`src/rtl/rgbw_frame_decoder.sv`:
```
// rgbw_frame_decoder
// Decodes SPI word frames for the RGBW controller. A frame is a sync word
// followed by NUM_CH payload words and, when CHK_EN=1, an XOR checksum word.
// The payload is collected in a shadow bank and copied to ch_data in a
// single clock edge, so a partially received frame never reaches ch_data.
// A frame that stalls for TIMEOUT_CYC cycles is abandoned.
//
// Ports:
//   clk          system clock
//   reset        synchronous, active-low reset
//   rx_data      received word, stable while rx_rdy is high
//   rx_rdy       word-ready level from the SPI clock domain (asynchronous)
//   ch_data      committed channels, channel k at [k*DATA_W +: DATA_W]
//   frame_valid  one-cycle pulse when a new frame is committed
//   frame_err    one-cycle pulse on checksum mismatch or timeout
//   busy         high while a frame is being received
//   word_idx     payload words received in the current frame
module rgbw_frame_decoder #(
  parameter int unsigned       NUM_CH      = 7,
  parameter int unsigned       DATA_W      = 8,
  parameter logic [DATA_W-1:0] SYNC_WORD   = DATA_W'(8'h55),
  parameter bit                CHK_EN      = 1'b1,
  parameter int unsigned       TIMEOUT_CYC = 65535
) (
  input  logic                     clk,
  input  logic                     reset,
  input  logic [DATA_W-1:0]        rx_data,
  input  logic                     rx_rdy,
  output logic [NUM_CH*DATA_W-1:0] ch_data,
  output logic                     frame_valid,
  output logic                     frame_err,
  output logic                     busy,
  output logic [3:0]               word_idx
);

  typedef enum logic [1:0] {
    ST_HUNT    = 2'd0,
    ST_PAYLOAD = 2'd1,
    ST_CHECK   = 2'd2
  } state_t;

  localparam bit              TMO_ON   = (TIMEOUT_CYC != 32'd0);
  localparam int unsigned     CNT_W    = TMO_ON ? $clog2(TIMEOUT_CYC + 32'd1) : 1;
  localparam logic [CNT_W-1:0] TMO_VAL = CNT_W'(TIMEOUT_CYC);
  localparam logic [3:0]      LAST_IDX = 4'(NUM_CH - 1);

  // Running checksum step: XOR of every payload word.
  function automatic logic [DATA_W-1:0] xor_fold(input logic [DATA_W-1:0] acc,
                                                 input logic [DATA_W-1:0] w);
    return acc ^ w;
  endfunction

  state_t                   state_r;
  logic                     s1_r;
  logic                     s2_r;
  logic                     s2_d_r;
  logic                     word_evt_s;
  logic                     tmo_hit_s;
  logic [DATA_W-1:0]        shadow_r [NUM_CH];
  logic [DATA_W-1:0]        chk_r;
  logic [CNT_W-1:0]         tmo_cnt_r;
  logic [3:0]               word_idx_r;
  logic [NUM_CH*DATA_W-1:0] ch_data_r;
  logic [NUM_CH*DATA_W-1:0] commit_s;
  logic                     frame_valid_r;
  logic                     frame_err_r;
  logic                     busy_r;

  // One event per rising edge of the synchronised strobe.
  assign word_evt_s = s2_r & ~s2_d_r;
  // Expiry is only honoured when no word arrives in the same cycle.
  assign tmo_hit_s  = TMO_ON && busy_r && (tmo_cnt_r == TMO_VAL);

  // Image loaded into ch_data on commit; without a checksum the last
  // payload word is still on rx_data at the committing edge.
  always_comb begin
    commit_s = '0;
    for (int k = 0; k < int'(NUM_CH); k++) begin
      if (!CHK_EN && (k == int'(NUM_CH) - 1)) begin
        commit_s[k*DATA_W +: DATA_W] = rx_data;
      end else begin
        commit_s[k*DATA_W +: DATA_W] = shadow_r[k];
      end
    end
  end

  // Two-flop synchroniser and edge register for rx_rdy.
  always_ff @(posedge clk) begin
    if (!reset) begin
      s1_r   <= 1'b0;
      s2_r   <= 1'b0;
      s2_d_r <= 1'b0;
    end else begin
      s1_r   <= rx_rdy;
      s2_r   <= s1_r;
      s2_d_r <= s2_r;
    end
  end

  // Frame FSM with shadow bank, checksum, timeout counter and outputs.
  always_ff @(posedge clk) begin
    if (!reset) begin
      state_r       <= ST_HUNT;
      chk_r         <= '0;
      tmo_cnt_r     <= '0;
      word_idx_r    <= 4'd0;
      ch_data_r     <= '0;
      frame_valid_r <= 1'b0;
      frame_err_r   <= 1'b0;
      busy_r        <= 1'b0;
      for (int k = 0; k < int'(NUM_CH); k++) begin
        shadow_r[k] <= '0;
      end
    end else begin
      frame_valid_r <= 1'b0;
      frame_err_r   <= 1'b0;

      // Held at zero outside a frame; saturates so it can never wrap.
      if (!busy_r || word_evt_s) begin
        tmo_cnt_r <= '0;
      end else if (TMO_ON && (tmo_cnt_r != TMO_VAL)) begin
        tmo_cnt_r <= tmo_cnt_r + CNT_W'(1);
      end else begin
        tmo_cnt_r <= tmo_cnt_r;
      end

      case (state_r)
        ST_HUNT: begin
          if (word_evt_s && (rx_data == SYNC_WORD)) begin
            state_r    <= ST_PAYLOAD;
            busy_r     <= 1'b1;
            word_idx_r <= 4'd0;
            chk_r      <= '0;
          end
        end

        ST_PAYLOAD: begin
          if (word_evt_s) begin
            for (int k = 0; k < int'(NUM_CH); k++) begin
              if (word_idx_r == 4'(k)) begin
                shadow_r[k] <= rx_data;
              end
            end
            chk_r <= xor_fold(chk_r, rx_data);
            if (word_idx_r == LAST_IDX) begin
              if (CHK_EN) begin
                state_r    <= ST_CHECK;
                word_idx_r <= word_idx_r + 4'd1;
              end else begin
                ch_data_r     <= commit_s;
                frame_valid_r <= 1'b1;
                state_r       <= ST_HUNT;
                busy_r        <= 1'b0;
                word_idx_r    <= 4'd0;
              end
            end else begin
              word_idx_r <= word_idx_r + 4'd1;
            end
          end else if (tmo_hit_s) begin
            frame_err_r <= 1'b1;
            state_r     <= ST_HUNT;
            busy_r      <= 1'b0;
            word_idx_r  <= 4'd0;
            for (int k = 0; k < int'(NUM_CH); k++) begin
              shadow_r[k] <= '0;
            end
          end
        end

        ST_CHECK: begin
          if (word_evt_s) begin
            if (rx_data == chk_r) begin
              ch_data_r     <= commit_s;
              frame_valid_r <= 1'b1;
            end else begin
              frame_err_r <= 1'b1;
            end
            state_r    <= ST_HUNT;
            busy_r     <= 1'b0;
            word_idx_r <= 4'd0;
          end else if (tmo_hit_s) begin
            frame_err_r <= 1'b1;
            state_r     <= ST_HUNT;
            busy_r      <= 1'b0;
            word_idx_r  <= 4'd0;
            for (int k = 0; k < int'(NUM_CH); k++) begin
              shadow_r[k] <= '0;
            end
          end
        end

        default: begin
          state_r    <= ST_HUNT;
          busy_r     <= 1'b0;
          word_idx_r <= 4'd0;
        end
      endcase
    end
  end

  assign ch_data     = ch_data_r;
  assign frame_valid = frame_valid_r;
  assign frame_err   = frame_err_r;
  assign busy        = busy_r;
  assign word_idx    = word_idx_r;

endmodule

```
`config.mk`:
```
export PLATFORM = sky130hd
export DESIGN_NAME = rgbw_frame_decoder
export DESIGN_NICKNAME = d
export VERILOG_FILES = /design/src/rtl/rgbw_frame_decoder.sv
export SDC_FILE = /design/constraint.sdc
export NUM_CORES = 1
export LEC_CHECK = 0
export BUFFER_PORTS_ARGS = -buffer_cell sky130_fd_sc_hd__buf_2
export CAP_MARGIN = 20
export CORE_MARGIN = 3
export CORE_UTILIZATION = 45
export DETAILED_ROUTE_END_ITERATION = 10
export GPL_ROUTABILITY_DRIVEN = 0
export REMOVE_ABC_BUFFERS = 1
export SYNTH_ARGS = -nofsm -noshare
export SYNTH_HDL_FRONTEND = slang
export SYNTH_SLANG_ARGS = --single-unit
```
`constraint.sdc`:
```
create_clock -name clk -period 3.38 [get_ports clk]
set_input_delay 0.338 -clock clk [delete_from_list [all_inputs] [get_ports clk]]
set_output_delay 0.338 -clock clk [all_outputs]
set_load 0.03 [all_outputs]
```
==> impl_summary.log, run 1 <==
[metrics] data required time at the worst endpoint: 3660 ps
[metrics] Pleak: 0.00274 uW
[metrics] antenna violations before repair: 0
[metrics] final setup skew: 8.05 ps
[metrics] top_reg_cell synth: sky130_fd_sc_hd__dfxtp_1
[metrics] number of diodes added for antenna fixing: 0
[metrics] count of placed standard cells in the final layout, fillers left out: 956
[metrics] die footprint: 15300 um^2
[metrics] CP Capture Type: flop
[metrics] Yosys warning count: 0
[metrics] dominant combinational cell family by area after synthesis: simple AND/OR/NAND/NOR gates
[metrics] # nets final: 787
[metrics] DP Wirelength: 9.47 mm
[metrics] share of cell area taken by muxes after synthesis: 4.54%
[metrics] worst skew pair latency: 420 ps
[metrics] post-detailed-route via-to-cell ratio: 5.45
[metrics] worst IR drop on VDD: 321 uV
[metrics] Comb power frac: 2.5%
[metrics] clock share of power: 50.3%
[metrics] net switching power: 795 uW
[metrics] boundary pin count: 74
[metrics] clock period minus worst slack: 2740 ps
[metrics] async set-reset flop share out of synthesis: 0%
[metrics] Starting Density: 46.5%
[metrics] worst min-delay path category: primary input to flop
[metrics] Clk Tree Root Cell: sky130_fd_sc_hd__clkbuf_16
[metrics] wire length per cell: 15.1 um
[metrics] nature of the critical path startpoint: flop
[metrics] post-cts hold buffer count: 0
[metrics] number of CTS-inserted buffers: 17
[metrics] Chip Width: 124 um
[metrics] Routed Antenna Nets: 0
[metrics] via count of the first global-routing pass: 4800
[metrics] critical path start-end classification: flop to flop
[metrics] peak clock frequency supported by timing: 366 MHz
[metrics] total of buffers placed on input and output ports: 73
[metrics] total power density per cell area: 513 nW/um^2
[metrics] final-report max-slew violation count: 0
[metrics] worst slew pin tran: 978 ps
[metrics] Global Route Usage Sum: 19.6%
[metrics] compound-gate portion of the synthesized area: 14.0%
[metrics] data arrival time of the critical path: 3020 ps
[metrics] mean post-synth cell area: 8.66 um^2
[metrics] Post-Syn Area: 6230 um^2
[metrics] switching part of the total power: 21.4%
[metrics] number of endpoints failing setup at the final stage: 0
[metrics] cell with the most instances after synthesis: sky130_fd_sc_hd__dfxtp_1
[metrics] core area: 13400 um^2
[metrics] count of flip-flops with a built-in enable after synthesis: 0
[metrics] height of the die: 124 um
[metrics] # Post-CTS Setup Buffers: 0
[metrics] pin count of the biggest net entering global routing: 106
[metrics] Final Hold Viols: 0
[metrics] number of iterations in the first detailed-routing pass: 5
[metrics] share of the synthesized netlist area taken by xor and xnor gates: 2.53%
[metrics] result of the run: complete, no violations
[metrics] clock sink total: 148
[metrics] synthesized flop and latch total: 148
[metrics] clock input transition at the sequential cells of the worst setup and hold paths: 60 ps
[metrics] initial drt markers: 444
[metrics] number of instances in the synthesized netlist: 719
[metrics] # resized after CTS: 0
[metrics] TritonCTS clock tree: yes
[metrics] Total Wirelength: 14.4 mm
[metrics] total number of vias: 5208
[metrics] utilization after layout: 53.9%
[metrics] area fraction of the dominant cell type after synthesis: 47.6%
[metrics] H-tree levels: 4
[metrics] setup repair after global routing missed its margin: false
[metrics] first-pass GRT wire length: 23.6 mm
[metrics] Synth-to-Final Area Change: 16.1%
[metrics] fraction of the cycle the final worst path needs: 80.9%
[metrics] detailed-route DRC error count: 0
[metrics] synthesized-area fraction occupied by and/or/nand/nor cells: 24.5%
[metrics] number of buffers on the longest clock path: 2
[metrics] setup total negative slack: 0 ps
[metrics] share of synthesized cell area in full adder, half adder and majority cells: 1.81%
[metrics] library cell with the largest summed area after synthesis: sky130_fd_sc_hd__dfxtp_1
[metrics] Placed Cells incl. Taps: 924
[metrics] cell row count: 42
[metrics] internal power of the cells: 2910 uW
[metrics] maximum fanout encountered on the critical timing path: 17
[metrics] max cap viols: 0
[metrics] ranking of synthesized cells by instance count: 148 x sky130_fd_sc_hd__dfxtp_1, 107 x sky130_fd_sc_hd__nand2_1, 77 x sky130_fd_sc_hd__nor2_1
[metrics] layout cell share with drive strength beyond 1: 16.5%
[metrics] count of cell types in the netlist: 56
[metrics] relative contribution of sequential cells to total power: 47.2%
[metrics] sum of overflow across all layers after global routing: 0
[metrics] main area contributors after synthesis: sky130_fd_sc_hd__dfxtp_1 48%, sky130_fd_sc_hd__nand2_1 6.5%, sky130_fd_sc_hd__nor2_1 4.6%
[metrics] relative max-transition margin: 34.8%
[metrics] sequential fraction of the synthesis area: 47.6%
-- path summary, 6_finish.rpt --
kind	depth (start not counted)	slack (ps)	start	end
max	7	640	state_r[1]$_SDFFE_PN0P_	shadow_r[4][3]$_SDFFE_PP0P_
min	2	120	rx_rdy	s1_r$_SDFF_PN0_
max reg2reg	7	640	state_r[1]$_SDFFE_PN0P_	shadow_r[4][3]$_SDFFE_PP0P_
min reg2reg	1	440	s1_r$_SDFF_PN0_	s2_r$_SDFF_PN0_
-- stage by stage --
| stage | hold slack, ps | worst slack (ps) | power [uW] | instance area, um^2 |
|---|---|---|---|---|
| CTS | 101 | 662 | 3740 | 7230 |
| global placement | 435 | 893 | 1880 | 6630 |
| detailed placement | 427 | 660 | 1880 | 6630 |
| floorplan | 412 | -810 | 1820 | 5970 |
| finish | 117 | 645 | 3710 | 7230 |
| global route | 113 | 316 | 3830 | 7230 |
-- flip-flops by register name, summed over array words and instances, names as in the netlist --
signal / count
ch_data: 56
shadow_r: 56
tmo_cnt_r: 16
chk_r: 8
word_idx: 4
state_r: 2
busy: 1
frame_err: 1
frame_valid: 1
s1_r: 1
s2_d_r: 1
s2_r: 1
-- kinds of logic after synthesis --
| group | after synthesis |
|---|---|
| adder cells (fa/ha/maj) | 9 |
| flip-flops | 148 |
| XOR/XNOR | 18 |
| multiplexers | 28 |
| buffers and inverters | 67 |
| AO/OA/AOI/OAI | 137 |
| AND/OR/NAND/NOR | 312 |
-- routing by layer --
metal,up-vias,wire length (um),GRT usage (%)
li1,2593,-,-
met1,2463,6930,26.9
met2,132,6550,30.1
met3,20,674,4.00
met4,0,266,8.03
met5,-,0,0
-- area by class of cell --
type                            instances  area (um^2)
Clock buffer                           21          470
Tap cell                              176          220
Inverter                               14         52.6
Fill cell                            1265         6170
Sequential cell                       148         2960
Clock inverter                         11          126
Multi-Input combinational cell        504         2960
Timing Repair Buffer                   82          435
-- placed cells by master (no fill, tap or decap), types with 9 or more instances in the layout --
cell                          n
sky130_fd_sc_hd__buf_4       10
sky130_fd_sc_hd__xnor2_1     12
sky130_fd_sc_hd__nor3_1       9
sky130_fd_sc_hd__dfxtp_1    148
sky130_fd_sc_hd__nor2b_1     11
sky130_fd_sc_hd__ha_1         9
sky130_fd_sc_hd__inv_1       14
sky130_fd_sc_hd__nand3b_1    11
sky130_fd_sc_hd__a22oi_1     32
sky130_fd_sc_hd__clkbuf_16   17
sky130_fd_sc_hd__buf_2       72
sky130_fd_sc_hd__nor2_1      77
sky130_fd_sc_hd__mux2i_1     26
sky130_fd_sc_hd__nand2_1    107
sky130_fd_sc_hd__nand3_1     55
sky130_fd_sc_hd__a21oi_1     30
sky130_fd_sc_hd__a22o_1       9
sky130_fd_sc_hd__o21ai_0     46
-- worst max-delay path, stage by stage, from the launching register on --
cell,delay [ps]
sky130_fd_sc_hd__dfxtp_1,340
sky130_fd_sc_hd__inv_1,100
sky130_fd_sc_hd__ha_1,490
sky130_fd_sc_hd__nand3b_1,520
sky130_fd_sc_hd__nor4_4,570
sky130_fd_sc_hd__a31oi_1,270
sky130_fd_sc_hd__a22oi_1,250
sky130_fd_sc_hd__nor2_1,50
-- power groups by stage --
stage	Clock, uW	Combinational (uW)	Sequential (uW)
4_1_cts	1900	91.7	1750
3_5_place_dp	0	91.6	1790
5_1_grt	1980	101	1750
6_report	1870	92.5	1750
2_1_floorplan	0	31.6	1790
3_3_place_gp	0	90.3	1790
Power figures use the tool's default switching activity.
==> run 2, diff against run 1 <==
--- a/config.mk
+++ b/config.mk
@@ -5,6 +5,7 @@
 export SDC_FILE = /design/constraint.sdc
 export NUM_CORES = 1
 export LEC_CHECK = 0
+export ABC_AREA = 1
 export BUFFER_PORTS_ARGS = -buffer_cell sky130_fd_sc_hd__buf_2
 export CAP_MARGIN = 20
 export CORE_MARGIN = 3
==> constraint.sdc (replaced) <==
create_clock -name clk -period 2.6 [get_ports clk]
set_input_delay 0.26 -clock clk [delete_from_list [all_inputs] [get_ports clk]]
set_output_delay 0.26 -clock clk [all_outputs]
set_load 0.03 [all_outputs]
==> impl_summary.log, run 2 <==
[metrics] final worst slack: 493 ps (-151 ps)
[metrics] H-tree levels: 4 (unchanged)
[metrics] Routed Antenna Nets: 0 (unchanged)
[metrics] ranking of synthesized cells by instance count: 148 x sky130_fd_sc_hd__dfxtp_1, 116 x sky130_fd_sc_hd__inv_1, 106 x sky130_fd_sc_hd__nand2_1
[metrics] final-report max-slew violation count: 0 (unchanged)
[metrics] number of CTS-inserted buffers: 17 (unchanged)
[metrics] Yosys warning count: 0 (unchanged)
[metrics] number of diodes added for antenna fixing: 0 (unchanged)
[metrics] initial drt markers: 394 (-11%)
[metrics] FF-to-FF setup slack: 490 ps (-150 ps)
[metrics] area fraction of the dominant cell type after synthesis: 44.6% (-3.0 points)
[metrics] peak clock frequency supported by timing: 475 MHz (+30%)
[metrics] antenna violations before repair: 0 (unchanged)
[metrics] synthesized flop and latch total: 148 (unchanged)
[metrics] library cell with the largest summed area after synthesis: sky130_fd_sc_hd__dfxtp_1
[metrics] number of iterations in the first detailed-routing pass: 5 (unchanged)
[metrics] count of cell types in the netlist: 39 (-30%)
[metrics] Clk Tree Root Cell: sky130_fd_sc_hd__clkbuf_16
[metrics] post-detailed-route via-to-cell ratio: 5.19 (-4.7%)
[metrics] # nets final: 900 (+14%)
[metrics] Final Hold Viols: 0 (unchanged)
[metrics] detailed-route DRC error count: 0 (unchanged)
[metrics] top_reg_cell synth: sky130_fd_sc_hd__dfxtp_1
[metrics] number of endpoints failing setup at the final stage: 0 (unchanged)
[metrics] wire length per cell: 14.2 um (-6.0%)
[metrics] result of the run: complete, no violations
[metrics] total power density per cell area: 655 nW/um^2 (+28%)
[metrics] boundary pin count: 74 (unchanged)
[metrics] Synth-to-Final Area Change: 15.7%
[metrics] worst min-delay path category: primary input to flop
[metrics] TritonCTS clock tree: yes
[metrics] clock input transition at the sequential cells of the worst setup and hold paths: 60 ps (about the same)
[metrics] worst IR drop on VDD: 423 uV (+32%)
[metrics] cell with the most instances after synthesis: sky130_fd_sc_hd__dfxtp_1
[metrics] worst slew pin tran: 659 ps (-319 ps)
[metrics] Setup WS pre-CTS: 524 ps (-136 ps)
[metrics] data arrival time of the critical path: 2400 ps (-620 ps)
[metrics] Total Wirelength: 15.2 mm (+5.4%)
[metrics] nature of the critical path startpoint: flop
[metrics] sequential fraction of the synthesis area: 44.6% (-3.0 points)
[metrics] mean post-synth cell area: 8.08 um^2 (-6.7%)
[metrics] length in cells of the worst reg-to-reg path: 9 (+2)
[metrics] Chip Width: 127 um (+3.1%)
[metrics] cell row count: 43 (+2.4%)
[metrics] filler cell count in the final layout: 1335 (+5.5%)
[metrics] die footprint: 16300 um^2 (+6.4%)
[metrics] # Post-CTS Setup Buffers: 0 (unchanged)
[metrics] data required time at the worst endpoint: 2890 ps (-770 ps)
[metrics] most frequent standard cell in the layout excluding fill and tap cells: sky130_fd_sc_hd__dfxtp_1
[metrics] relative max-transition margin: 56.1% (+21 points)
[metrics] Global Route Usage Sum: 19.2% (-0.42 points)
[metrics] main area contributors after synthesis: sky130_fd_sc_hd__dfxtp_1 45%, sky130_fd_sc_hd__a211oi_2 9.2%, sky130_fd_sc_hd__inv_1 6.6%
[metrics] CP Capture Type: flop
[metrics] number of buffers on the longest clock path: 2 (unchanged)
[metrics] clock sink total: 148 (unchanged)
[metrics] # resized after CTS: 0 (unchanged)
[metrics] layout cell share with drive strength beyond 1: 21.6% (+5.1 points)
[metrics] Post-Syn Area: 6640 um^2 (+6.7%)
[metrics] first-pass GRT wire length: 25.2 mm (+6.5%)
[metrics] DP Wirelength: 10.6 mm (+12%)
[metrics] via count of the first global-routing pass: 5148 (+7.2%)
[metrics] fraction of the cycle the final worst path needs: 81.0% (+0.098 points)
[metrics] number of instances in the synthesized netlist: 822 (+14%)
[metrics] setup total negative slack: 0 ps (unchanged)
[metrics] height of the die: 127 um (+3.1%)
[metrics] setup repair after global routing missed its margin: false
[metrics] core area: 14100 um^2 (+5.6%)
[metrics] total of buffers placed on input and output ports: 73 (unchanged)
[metrics] clock period minus worst slack: 2110 ps (-629 ps)
[metrics] total number of vias: 5566 (+6.9%)
[metrics] final setup skew: 8.74 ps (+0.689 ps)
[metrics] sum of overflow across all layers after global routing: 0 (unchanged)
[metrics] commonest cells after routing, fill and taps aside: 148 x sky130_fd_sc_hd__dfxtp_1, 115 x sky130_fd_sc_hd__inv_1, 106 x sky130_fd_sc_hd__nand2_1
[metrics] worst skew pair latency: 410 ps (about the same)
[metrics] max cap viols: 0 (unchanged)
[metrics] post-cts hold buffer count: 0 (unchanged)
[metrics] maximum fanout encountered on the critical timing path: 13 (-4)
[metrics] async set-reset flop share out of synthesis: 0% (unchanged)
[metrics] critical path start-end classification: flop to flop
[metrics] pin count of the biggest net entering global routing: 58 (-45%)
[metrics] cell count of the worst hold path: 3 (+1)
[metrics] Pleak: 0.00330 uW (+20%)
[metrics] count of flip-flops with a built-in enable after synthesis: 0 (unchanged)
[metrics] Starting Density: 46.9% (+0.48 points)
-- run 2: cell types whose count changed after synthesis, sizes merged, moves of 11 or more --
cell	previous run	this run
o21ai	46	33
a22oi	32	1
a211oi	2	57
nor2b	11	0
a21oi	30	84
nor2	78	93
inv	14	119
mux2i	26	0
nand4	9	20
clkbuf	24	12
-- run 2: cells by family (layout without fill, tap and decap cells) --
group | Yosys count | count (layout) | synth area share, %
buffers and inverters | 163 | 233 | 10.5
AND/OR/NAND/NOR | 314 | 314 | 22.1
AO/OA/AOI/OAI | 177 | 177 | 19.5
adder cells (fa/ha/maj) | 9 | 9 | 1.70
flip-flops | 148 | 148 | 44.6
XOR/XNOR | 11 | 11 | 1.68
-- run 2: path summary, 6_finish.rpt --
check | to | from
max | shadow_r[1][0]$_SDFFE_PP0P_ | state_r[1]$_SDFFE_PN0P_
min | s1_r$_SDFF_PN0_ | rx_rdy
max reg2reg | shadow_r[1][0]$_SDFFE_PP0P_ | state_r[1]$_SDFFE_PN0P_
min reg2reg | s2_r$_SDFF_PN0_ | s1_r$_SDFF_PN0_
-- run 2: area by class of cell --
| type | count | area, um^2 | share of cell area [%] |
|---|---|---|---|
| Sequential cell | 148 | 2960 | 38.5 |
| Clock buffer | 23 | 498 | 6.48 |
| Multi-Input combinational cell | 511 | 2990 | 38.9 |
| Timing Repair Buffer | 82 | 433 | 5.63 |
| Tap cell | 180 | 225 | 2.93 |
| Clock inverter | 8 | 121 | 1.58 |
| Inverter | 120 | 454 | 5.91 |
-- run 2: worst max-delay path, cell delays in order (launching register included) --
cell	delay [ps]
sky130_fd_sc_hd__dfxtp_1	330
sky130_fd_sc_hd__inv_1	110
sky130_fd_sc_hd__ha_1	190
sky130_fd_sc_hd__inv_2	100
sky130_fd_sc_hd__nor2_4	200
sky130_fd_sc_hd__nand2_2	200
sky130_fd_sc_hd__nor2_4	190
sky130_fd_sc_hd__nand2_1	240
sky130_fd_sc_hd__nand2_1	330
sky130_fd_sc_hd__a21oi_1	110
-- run 2: metal layers --
| layer | track usage [%] | up-vias | part of all wire (%) |
|---|---|---|---|
| met3 | 4.47 | 29 | 5.8 |
| li1 | - | 2829 | - |
| met1 | 24.1 | 2554 | 45 |
| met2 | 31.7 | 154 | 47 |
| met4 | 7.76 | 0 | 2.3 |
| met5 | 0 | - | 0 |
-- run 2: stage by stage --
step                power [uW]  area, um^2  cells  utilization [%]  hold slack [ps]
finish                    5030        7690   1072             54.3             28.1
global route              5210        7690   1072             54.3             37.9
CTS                       5080        7690   1072             54.3             13.3
floorplan                 2470        6400    779                -              353
global placement          2550        7070   1041             50.0              394
detailed placement        2550        7070   1041             50.0              404
-- run 2: where the power goes --
group | total (uW) | switching, uW | internal [uW]
clock | 2530 | 900 | 1630
sequential | 2320 | 19.9 | 2300
combinational | 181 | 132 | 49.0
total | 5030 | 1050 | 3980
